## src/rtl/alu_issue_ctrl.sv

```systemverilog
// alu_issue_ctrl: queues ALU commands, drives them one at a time onto registered
// operand lines and captures the ALU result. The result is then offered downstream with an issue tag.
// Latency: command accepted at edge N -> operands driven after N+1 -> res_valid after N+2.
// Backpressure: res_ready=0 parks the result in HOLD and the queue fills; cmd_ready = !full.
// Optional feature macro: ALU_ISSUE_CHAIN_EN (adds cmd_chain, operand a taken from last result).
//
// Ports: clk/rst_n (async active-low); cmd_* upstream valid/ready command;
//        alu_a/alu_b/alu_ctrl/alu_s registered ALU operands, alu_y combinational result back;
//        res_valid/res_ready/res_data/res_seq downstream result; busy, fifo_level status.

// fifo: generic single-clock FIFO, DEPTH a power of two.
// Latency: head visible on pop_dat the cycle after the push edge; no bypass.
// Backpressure: push_rdy low while full; pop_vld low while empty.
module fifo #(
   parameter int W     = 8,
   parameter int DEPTH = 4
) (
   input  logic                     clk,
   input  logic                     rst_n,
   input  logic                     push_vld,
   output logic                     push_rdy,
   input  logic [W-1:0]             push_dat,
   output logic                     pop_vld,
   input  logic                     pop_rdy,
   output logic [W-1:0]             pop_dat,
   output logic [$clog2(DEPTH):0]   level
);
   localparam int AW = $clog2(DEPTH);
   localparam logic [AW:0] FULL_LVL = (AW+1)'(DEPTH);

   logic [W-1:0]  mem [DEPTH];
   logic [AW-1:0] wr_ptr;
   logic [AW-1:0] rd_ptr;
   logic          do_push;
   logic          do_pop;

   assign push_rdy = (level != FULL_LVL);
   assign pop_vld  = (level != '0);
   assign do_push  = push_vld && push_rdy;
   assign do_pop   = pop_rdy && pop_vld;
   assign pop_dat  = mem[rd_ptr];

   always_ff @(posedge clk) begin
      if (do_push) mem[wr_ptr] <= push_dat;
   end

   always_ff @(posedge clk or negedge rst_n) begin
      if (!rst_n) begin
         wr_ptr <= '0;
         rd_ptr <= '0;
         level  <= '0;
      end else begin
         if (do_push) wr_ptr <= wr_ptr + AW'(1);
         if (do_pop)  rd_ptr <= rd_ptr + AW'(1);
         case ({do_push, do_pop})
            2'b10:   level <= level + (AW+1)'(1);
            2'b01:   level <= level - (AW+1)'(1);
            default: level <= level;
         endcase
      end
   end
endmodule

// alu_issue_ctrl: command FIFO + IDLE/DRIVE/HOLD issue FSM around a combinational ALU.
// Latency: 2 cycles from command acceptance to res_valid; one result per 2 cycles.
// Backpressure: result held in HOLD until res_ready; cmd_ready drops when FIFO full.
module alu_issue_ctrl #(
   parameter int WIDTH = 8,
   parameter int DEPTH = 4
) (
   input  logic                   clk,
   input  logic                   rst_n,
   input  logic                   cmd_valid,
   output logic                   cmd_ready,
   input  logic [WIDTH-1:0]       cmd_a,
   input  logic [WIDTH-1:0]       cmd_b,
   input  logic                   cmd_ctrl,
   input  logic [1:0]             cmd_s,
`ifdef ALU_ISSUE_CHAIN_EN
   input  logic                   cmd_chain,
`endif
   output logic [WIDTH-1:0]       alu_a,
   output logic [WIDTH-1:0]       alu_b,
   output logic                   alu_ctrl,
   output logic [1:0]             alu_s,
   input  logic [WIDTH-1:0]       alu_y,
   output logic                   res_valid,
   input  logic                   res_ready,
   output logic [WIDTH-1:0]       res_data,
   output logic [7:0]             res_seq,
   output logic                   busy,
   output logic [$clog2(DEPTH):0] fifo_level
);
   typedef struct packed {
`ifdef ALU_ISSUE_CHAIN_EN
      logic             chain;
`endif
      logic [WIDTH-1:0] a;
      logic [WIDTH-1:0] b;
      logic             ctrl;
      logic [1:0]       s;
   } cmd_t;

   typedef enum logic [1:0] {IDLE, DRIVE, HOLD} state_t;

   state_t                 state;
   cmd_t                   push_cmd;
   cmd_t                   head;
   logic [$bits(cmd_t)-1:0] head_raw;
   logic                   head_vld;
   logic                   pop;
   logic [WIDTH-1:0]       next_a;
   logic [7:0]             issue_cnt;

   always_comb begin
      push_cmd       = '0;
      push_cmd.a     = cmd_a;
      push_cmd.b     = cmd_b;
      push_cmd.ctrl  = cmd_ctrl;
      push_cmd.s     = cmd_s;
`ifdef ALU_ISSUE_CHAIN_EN
      push_cmd.chain = cmd_chain;
`endif
   end

   assign head = cmd_t'(head_raw);

   // Pop only when the FSM can take a new command: from IDLE, or from HOLD as the
   // current result is consumed. Never in DRIVE, so alu_* stay stable there.
   assign pop = head_vld && ((state == IDLE) || ((state == HOLD) && res_ready));

`ifdef ALU_ISSUE_CHAIN_EN
   // Chained commands take the result still in res_data (the one being consumed).
   assign next_a = head.chain ? res_data : head.a;
`else
   assign next_a = head.a;
`endif

   fifo #(.W($bits(cmd_t)), .DEPTH(DEPTH)) u_cmd_fifo (
      .clk      (clk),
      .rst_n    (rst_n),
      .push_vld (cmd_valid),
      .push_rdy (cmd_ready),
      .push_dat (push_cmd),
      .pop_vld  (head_vld),
      .pop_rdy  (pop),
      .pop_dat  (head_raw),
      .level    (fifo_level)
   );

   always_ff @(posedge clk or negedge rst_n) begin
      if (!rst_n) begin
         state     <= IDLE;
         alu_a     <= '0;
         alu_b     <= '0;
         alu_ctrl  <= 1'b0;
         alu_s     <= 2'b00;
         res_data  <= '0;
         res_seq   <= '0;
         issue_cnt <= '0;
      end else begin
         if (pop) begin
            alu_a    <= next_a;
            alu_b    <= head.b;
            alu_ctrl <= head.ctrl;
            alu_s    <= head.s;
         end
         case (state)
            IDLE: if (head_vld) state <= DRIVE;
            DRIVE: begin
               // alu_y has had one full cycle to settle from the registered operands.
               res_data  <= alu_y;
               res_seq   <= issue_cnt;
               issue_cnt <= issue_cnt + 8'd1;
               state     <= HOLD;
            end
            HOLD: if (res_ready) state <= head_vld ? DRIVE : IDLE;
            default: state <= IDLE;
         endcase
      end
   end

   assign res_valid = (state == HOLD);
   assign busy      = (state != IDLE) || head_vld;
endmodule

```

## config.mk

```make
export PLATFORM = sky130hd
export DESIGN_NAME = alu_issue_ctrl
export DESIGN_NICKNAME = d
export VERILOG_FILES = /design/src/rtl/alu_issue_ctrl.sv
export SDC_FILE = /design/constraint.sdc
export NUM_CORES = 1
export LEC_CHECK = 0
export ABC_CLOCK_PERIOD_IN_PS = 2700
export CAP_MARGIN = 20
export CORE_MARGIN = 1
export CORE_UTILIZATION = 41
export DETAILED_ROUTE_END_ITERATION = 10
export DONT_BUFFER_PORTS = 1
export GPL_ROUTABILITY_DRIVEN = 0
export RECOVER_POWER = 25
export SLEW_MARGIN = 20
export SYNTH_ARGS = -nofsm -noshare
export SYNTH_HDL_FRONTEND = slang
export SYNTH_HIERARCHICAL = 1
export SYNTH_SLANG_ARGS = --single-unit
```

## constraint.sdc

```tcl
create_clock -name clk -period 2.7 [get_ports clk]
set_input_delay 0.54 -clock clk [delete_from_list [all_inputs] [get_ports clk]]
set_output_delay 0.54 -clock clk [all_outputs]
set_load 0.01 [all_outputs]
```

==> results.yml, run 1 <==
clock_tree:
  clock-sinks: 128
  clkTransAtPathRegs_ps: 60
  cts_tree: "yes"
  cts_buffer_depth: 2
  clock_latency_ps: 410
  cts_setup_buffers: 0
  hold_buffers: 2
  postCtsResizedCells: 0
  numCtsBuffers: 17
  cts_root_buf: "clkbuf_16"
  h-tree-depth: 4
critical_path:
  cp_common_cell: "or3_2"
  cp_slowest_stage_delay_ps: 530
  regToRegStartpoint: "u_cmd_fifo/level[0]$_DFFE_PN0P_"
  crit_chain: "or3_2, or3_2"
  crit_slowest_cell: "or3_2"
  critPathLaunch: "u_cmd_fifo/level[0]$_DFFE_PN0P_"
  worstPathMaxFanout: 6
  critPathTopFamily: "simple AND/OR/NAND/NOR gates"
  required_ps: 2160
  cp-start-kind: "register"
  critPathArrivalTime_ps: 1890
  worst-path-buf-inv: 0
  end_kind: "output pin"
  crit_type: "reg2out"
synthesis:
  synth_top_area_share_pct: 45.5
  synth_edf_count: 76
  synthFlopType: "edfxtp_1"
  synth-simple-area-share_pct: 7.51
  netlist_top_cells_count: "edfxtp_1, nand2_1, dfrtp_1, mux2_4, mux4_2"
  ys_seq_area_share_pct: 71.5
  synthTopCellsByArea: "edfxtp_1, dfrtp_1, mux4_2"
  synth_area_sq_um: 5010
  yosys_warnings: 6
  postSynthAreaPerCell_sq_um: 17.8
  synth_largest_area_cell: "edfxtp_1"
  synth_top_family_by_area: "multiplexers"
  ys_ff_latch: 128
  async_reset_ff_share_pct: 40.6
  synth_fa_ha_area_share_pct: 1.90
  syn_nets: 320
  synth_mux_area_share_pct: 14.7
  synth_cell_types: 31
  synth-xor-area-share_pct: 2.27
  synth_compound_area_share_pct: 0.299
  synthCells: 282
  synth_most_common_cell: "edfxtp_1"
pwr:
  seqPwrFrac_pct: 43.2
  ir_drop_v: 0.000830
  combPwrFrac_pct: 26.3
  leakagePower_uw: 0.00230
  intPower_uw: 5270
  switching_share_pct: 29.5
  p_switching_uw: 2210
  clkPwrFrac_pct: 30.4
  power_uw: 7480
  p_per_area_nw_per_um2: 1290
timing:
  setup_viol: 0
  hold_viol_final: 0
  final.min_clock_period_ps: 2430
  setup_tns_ps: 0
  fin_crit_sh_pct: 89.9
  max_slew_margin_pct: 51.4
  hold_ws_ps: 223
  worst_slew_pin_slew_ps: 729
  rsz0062_at_grt: "false"
  fin_skew_ps: 9.47
  max_freq_ghz: 0.412
  slew_viol_final: 0
routing:
  drt_iter0_drc: 142
  drt_pass1_iterations: 4
  drc_errors: 0
  finalWirelength_mm: 8.65
  vias: 2345
  wl_per_cell_um: 19.0
  via_per_inst: 5.14
  drtAntennaViolNets: 0
worst_hold_path:
  min-delay-start: "cmd_b[2]"
  hold_class: "in2reg"
die:
  start_util_pct: 41.9
  core_area_sq_um: 12000
  die_w_um: 113
  die_h_um: 113
  die-area_sq_um: 12700
  core.rowCount: 40
  ios: 72
finish:
  nFillCells: 990
  diodes: 0
  area.sequential_sq_um: 3580
  areaGrowthSynthToFinish_pct: 15.7
  drive_gt1_share_pct: 27.8
  multi_input_area_sq_um: 1340
  layout.cells.non_filler: 456
  final_area_sq_um: 5800
  nets: 334
global_routing:
  grt_use_met3_pct: 8.69
  antenna_found_initial: 0
  met1_usage_pct: 16.9
  grt_pass1_vias: 2497
  globalRouteOverflowTotal: 0
  gr-usage-all-layers_pct: 15.3
  grt.met2_usage_pct: 24.8
  grt_max_degree: 53
  grt_busiest_layer: "met2"
  grt_pass1_wl_mm: 13.7
placement:
  dpl.hpwl_mm: 5.06
  place.port_buffers: 0
  placedCellCount: 422
  place_area_sq_um: 5170
run_status:
  status: "finished clean"
job:
  cap_viol_max_count: 0
final timing paths:
kind | end | slack [ps] | cells past startpoint
setup / recovery | busy | 270 | 2
hold / removal | u_cmd_fifo/mem[1][5]$_DFFE_PP_ | 220 | 0
setup reg to reg | u_cmd_fifo/level[2]$_DFFE_PN0P_ | 400 | 9
hold reg to reg | issue_cnt[7]$_DFFE_PN0N_ | 480 | 1
max in group asynchronous | alu_a[5]$_DFFE_PN0P_ | 1790 | 2
min in group asynchronous | alu_b[2]$_DFFE_PN0P_ | 670 | 2
logic make-up after synthesis:
| group | count (synthesis) |
|---|---|
| compound gates | 2 |
| xor+xnor | 13 |
| fa+ha+maj | 7 |
| buf+inv | 17 |
| flops | 128 |
| mux | 40 |
| simple gates | 75 |
per-layer routing:
layer | up-vias | wire length, um | part of all wire, %
met1 | 1197 | 3490 | 40
met3 | 9 | 758 | 8.8
met5 | - | 0 | 0
li1 | 1058 | - | -
met2 | 81 | 4310 | 50
met4 | 0 | 83 | 0.96
power by group through the flow:
stage,sequential [uW],clock (uW),combinational [uW]
global route,3320,2400,2190
CTS,3250,2320,2020
floorplan,3120,0,1710
global placement,3270,0,1940
finish,3230,2280,1970
detailed placement,3280,0,1990
per-stage QoR:
| stage | util (%) | setup WS, ps |
|---|---|---|
| global route | 48.5 | 212 |
| detailed placement | 43.2 | 408 |
| finish | 48.5 | 274 |
| CTS | 48.5 | 243 |
| global placement | 43.2 | 446 |
| floorplan | - | 428 |
state kept, by name, indices dropped and copies added, names as in the netlist:
register	cells
alu_b	8
res_data	8
u_cmd_fifo/level	3
state	2
u_cmd_fifo/wr_ptr	2
alu_a	8
res_seq	8
u_cmd_fifo/rd_ptr	2
u_cmd_fifo/mem	76
alu_ctrl	1
issue_cnt	8
alu_s	2
final cells by class:
| type | instances | share of cell area, % |
|---|---|---|
| Sequential cell | 128 | 61.8 |
| Multi-Input combinational cell | 137 | 23.1 |
| Tap cell | 147 | 3.17 |
| Inverter | 7 | 0.453 |
| Timing Repair Buffer | 5 | 1.25 |
| Clock buffer | 21 | 7.94 |
| Clock inverter | 11 | 2.35 |
cell usage in the layout (no fill, tap or decap):
cell type and instances:
clkbuf_8 2, xnor2_1 10, mux2_4 20, edfxtp_1 76
o31a_2 1, and3_2 4, and3_1 1, xor2_1 3
or3_2 2, nand2b_1 1, buf_16 1, ha_1 6
or2b_1 1, buf_4 2, or3b_4 1, nand4_1 4
mux2i_1 1, fa_1 1, dfrtp_1 52, clkbuf_1 2
buf_12 1, inv_1 7, and2_4 1, bufinv_16 3
nor3b_1 1, nor2b_4 1, o21ai_0 1, inv_6 1
nor3b_4 1, mux4_2 19, and4b_2 1, clkinvlp_4 1
clkinv_2 6, clkbuf_16 17, nand2_1 54, dlygate4sd3_1 1
and2b_2 1, nor2_1 1
Power figures use the tool's default switching activity.
==> run 2, diff against run 1 <==
--- a/config.mk
+++ b/config.mk
@@ -7,12 +7,15 @@
 export LEC_CHECK = 0
 export ABC_CLOCK_PERIOD_IN_PS = 2700
 export CAP_MARGIN = 20
+export CORE_ASPECT_RATIO = 0.8
 export CORE_MARGIN = 1
 export CORE_UTILIZATION = 41
 export DETAILED_ROUTE_END_ITERATION = 10
 export DONT_BUFFER_PORTS = 1
 export GPL_ROUTABILITY_DRIVEN = 0
+export MAX_ROUTING_LAYER = met4
 export RECOVER_POWER = 25
+export SETUP_SLACK_MARGIN = 0.5
 export SLEW_MARGIN = 20
 export SYNTH_ARGS = -nofsm -noshare
 export SYNTH_HDL_FRONTEND = slang
==> results.yml, run 2 (synthesis results as in run 1) <==
run_status:
  status: "finished, violations left"
  violations: "design-rule violations"
clock_tree:
  cts_buffer_depth: 2
  numCtsBuffers: 17
  clock_latency_ps: 410
  cts_tree: "yes"
  clock-sinks: 128
  clkTransAtPathRegs_ps: 60
  cts_root_buf: "clkbuf_16"
  h-tree-depth: 4
global_routing:
  grt_pass1_wl_mm: 13.9
  gr-usage-all-layers_pct: 16.0
  grt.met2_usage_pct: 22.1
  globalRouteOverflowTotal: 0
  antenna_found_initial: 0
  grt_pass1_vias: 2409
  grt_max_degree: 53
  grt_busiest_layer: "met2"
  grt_use_met3_pct: 5.94
  met1_usage_pct: 21.0
die:
  core.rowCount: 35
  die_w_um: 126
  die_h_um: 101
  ios: 72
  die-area_sq_um: 12700
  start_util_pct: 42.9
  core_area_sq_um: 11700
finish:
  final_cell_mix: "edfxtp_1, nand2_1, dfrtp_1, mux2_4"
  nFillCells: 971
  nets: 337
  diodes: 0
  layout.cells.non_filler: 460
  largest_register: "u_cmd_fifo/mem"
  layout_commonest_cell: "edfxtp_1"
  areaGrowthSynthToFinish_pct: 16.1
  drive_gt1_share_pct: 29.8
  largest_reg_flops: 76
  final_core_util_pct: 49.8
  final_area_sq_um: 5820
worst_hold_path:
  whs_endpoint: "u_cmd_fifo/mem[0][15]$_DFFE_PP_"
  hold_depth: 0
  hold_class: "in2reg"
  min-delay-start: "cmd_a[4]"
critical_path:
  crit_type: "reg2reg"
  r2r_cells: 9
  cp_slowest_stage_delay_ps: 470
  regToRegStartpoint: "u_cmd_fifo/level[0]$_DFFE_PN0P_"
  crit_chain: "or3b_4, and2_4, inv_1, ha_2, inv_1, fa_2, xor2_1, nor2_1, xor2_1"
  r2r_slack_ps: 530
  crit_slowest_cell: "dfrtp_2"
  end_kind: "register"
  worstPathMaxFanout: 6
  cp-start-kind: "register"
  timing.rr.end: "u_cmd_fifo/level[2]$_DFFE_PN0P_"
  required_ps: 3030
  critPathArrivalTime_ps: 2500
routing:
  finalWirelength_mm: 8.94
  via_per_inst: 5.15
  vias: 2368
  drc_errors: 6
  drtAntennaViolNets: 0
  drt_pass1_iterations: 7
  drt_iter0_drc: 192
  wl_per_cell_um: 19.4
timing:
  fin_ws_ps: 529
  worst_slew_pin_slew_ps: 735
  max_slew_margin_pct: 51.0
  fin_skew_ps: 9.64
  rsz0062_at_grt: "true"
  final.min_clock_period_ps: 2170
  max_freq_ghz: 0.461
  setup_tns_ps: 0
  setup_viol: 0
  slew_viol_final: 0
  hold_viol_final: 0
  fin_crit_sh_pct: 80.4
placement:
  dpl.hpwl_mm: 5.43
  place_area_sq_um: 5170
  pre_cts_ws_ps: 427
  place.port_buffers: 0
  placedCellCount: 424
pwr:
  p_per_area_nw_per_um2: 1280
  leakagePower_uw: 0.00231
  ir_drop_v: 0.000783
job:
  cap_viol_max_count: 0
==> run 2: cell types whose count changed in the layout (fill, tap and decap cells not counted), moves of 3 or more <==
cell / delta
buf_4: +4
clkinv_2: -3
dfrtp_2: +3
dfrtp_1: -3
inv_4: +3
==> run 2: through the flow <==
stage / power, uW / hold slack (ps)
6_report: 7460 / 224
5_1_grt: 7870 / 206
4_1_cts: 7550 / 209
3_5_place_dp: 5270 / 246
3_3_place_gp: 5210 / 245
2_1_floorplan: 4830 / 244
==> run 2: worst max path at each step <==
stage | depth (start not counted) | to | from | slack, ps
after detailed placement | 9 | u_cmd_fifo/level[2]$_DFFE_PN0P_ | u_cmd_fifo/level[2]$_DFFE_PN0P_ | 430
after global routing | 9 | u_cmd_fifo/level[2]$_DFFE_PN0P_ | u_cmd_fifo/level[0]$_DFFE_PN0P_ | 430
after CTS | 2 | busy | u_cmd_fifo/level[0]$_DFFE_PN0P_ | 490
after floorplan | 10 | u_cmd_fifo/level[2]$_DFFE_PN0P_ | u_cmd_fifo/level[2]$_DFFE_PN0P_ | 510
after global placement | 9 | u_cmd_fifo/level[2]$_DFFE_PN0P_ | u_cmd_fifo/level[2]$_DFFE_PN0P_ | 440
final | 9 | u_cmd_fifo/level[2]$_DFFE_PN0P_ | u_cmd_fifo/level[0]$_DFFE_PN0P_ | 530
==> run 2: layout make-up <==
| cell class | count | area, sq um | share of cell area [%] |
|---|---|---|---|
| Sequential cell | 128 | 3590 | 61.6 |
| Multi-Input combinational cell | 137 | 1350 | 23.2 |
| Clock buffer | 24 | 514 | 8.84 |
| Tap cell | 148 | 185 | 3.18 |
| Timing Repair Buffer | 8 | 82.6 | 1.42 |
| Clock inverter | 8 | 72.6 | 1.25 |
| Inverter | 7 | 26.3 | 0.452 |
==> run 2: layer usage <==
layer | part of all wire (%) | routed length, um
met1 | 47 | 4220
met2 | 44 | 3970
met3 | 7.2 | 648
met4 | 1.1 | 102
met5 | 0 | 0
==> run 2: report_power, final <==
part / total, uW / internal, uW / switching [uW]
logic: 1980 / 1080 / 902
clock network: 2220 / 1420 / 794
registers: 3260 / 2720 / 544
total: 7460 / 5220 / 2240
==> run 2: repair_timing <==
item,4_1_cts,5_1_grt
gates resized for setup,4,0
setup endpoints to repair,2,2
buffers inserted,1,1
pin swaps,3,3
hold buffers,2,0
hold endpoints to repair,52,0
gates cloned,0,0
==> run 2: critical path, delay by kind of cell (launching register included) <==
family / cells / cell delay [ps]
flip-flops: 1 / 470
buffers and inverters: 2 / 100
XOR/XNOR: 2 / 280
AND/OR/NAND/NOR: 3 / 740
adder cells (fa/ha/maj): 2 / 500
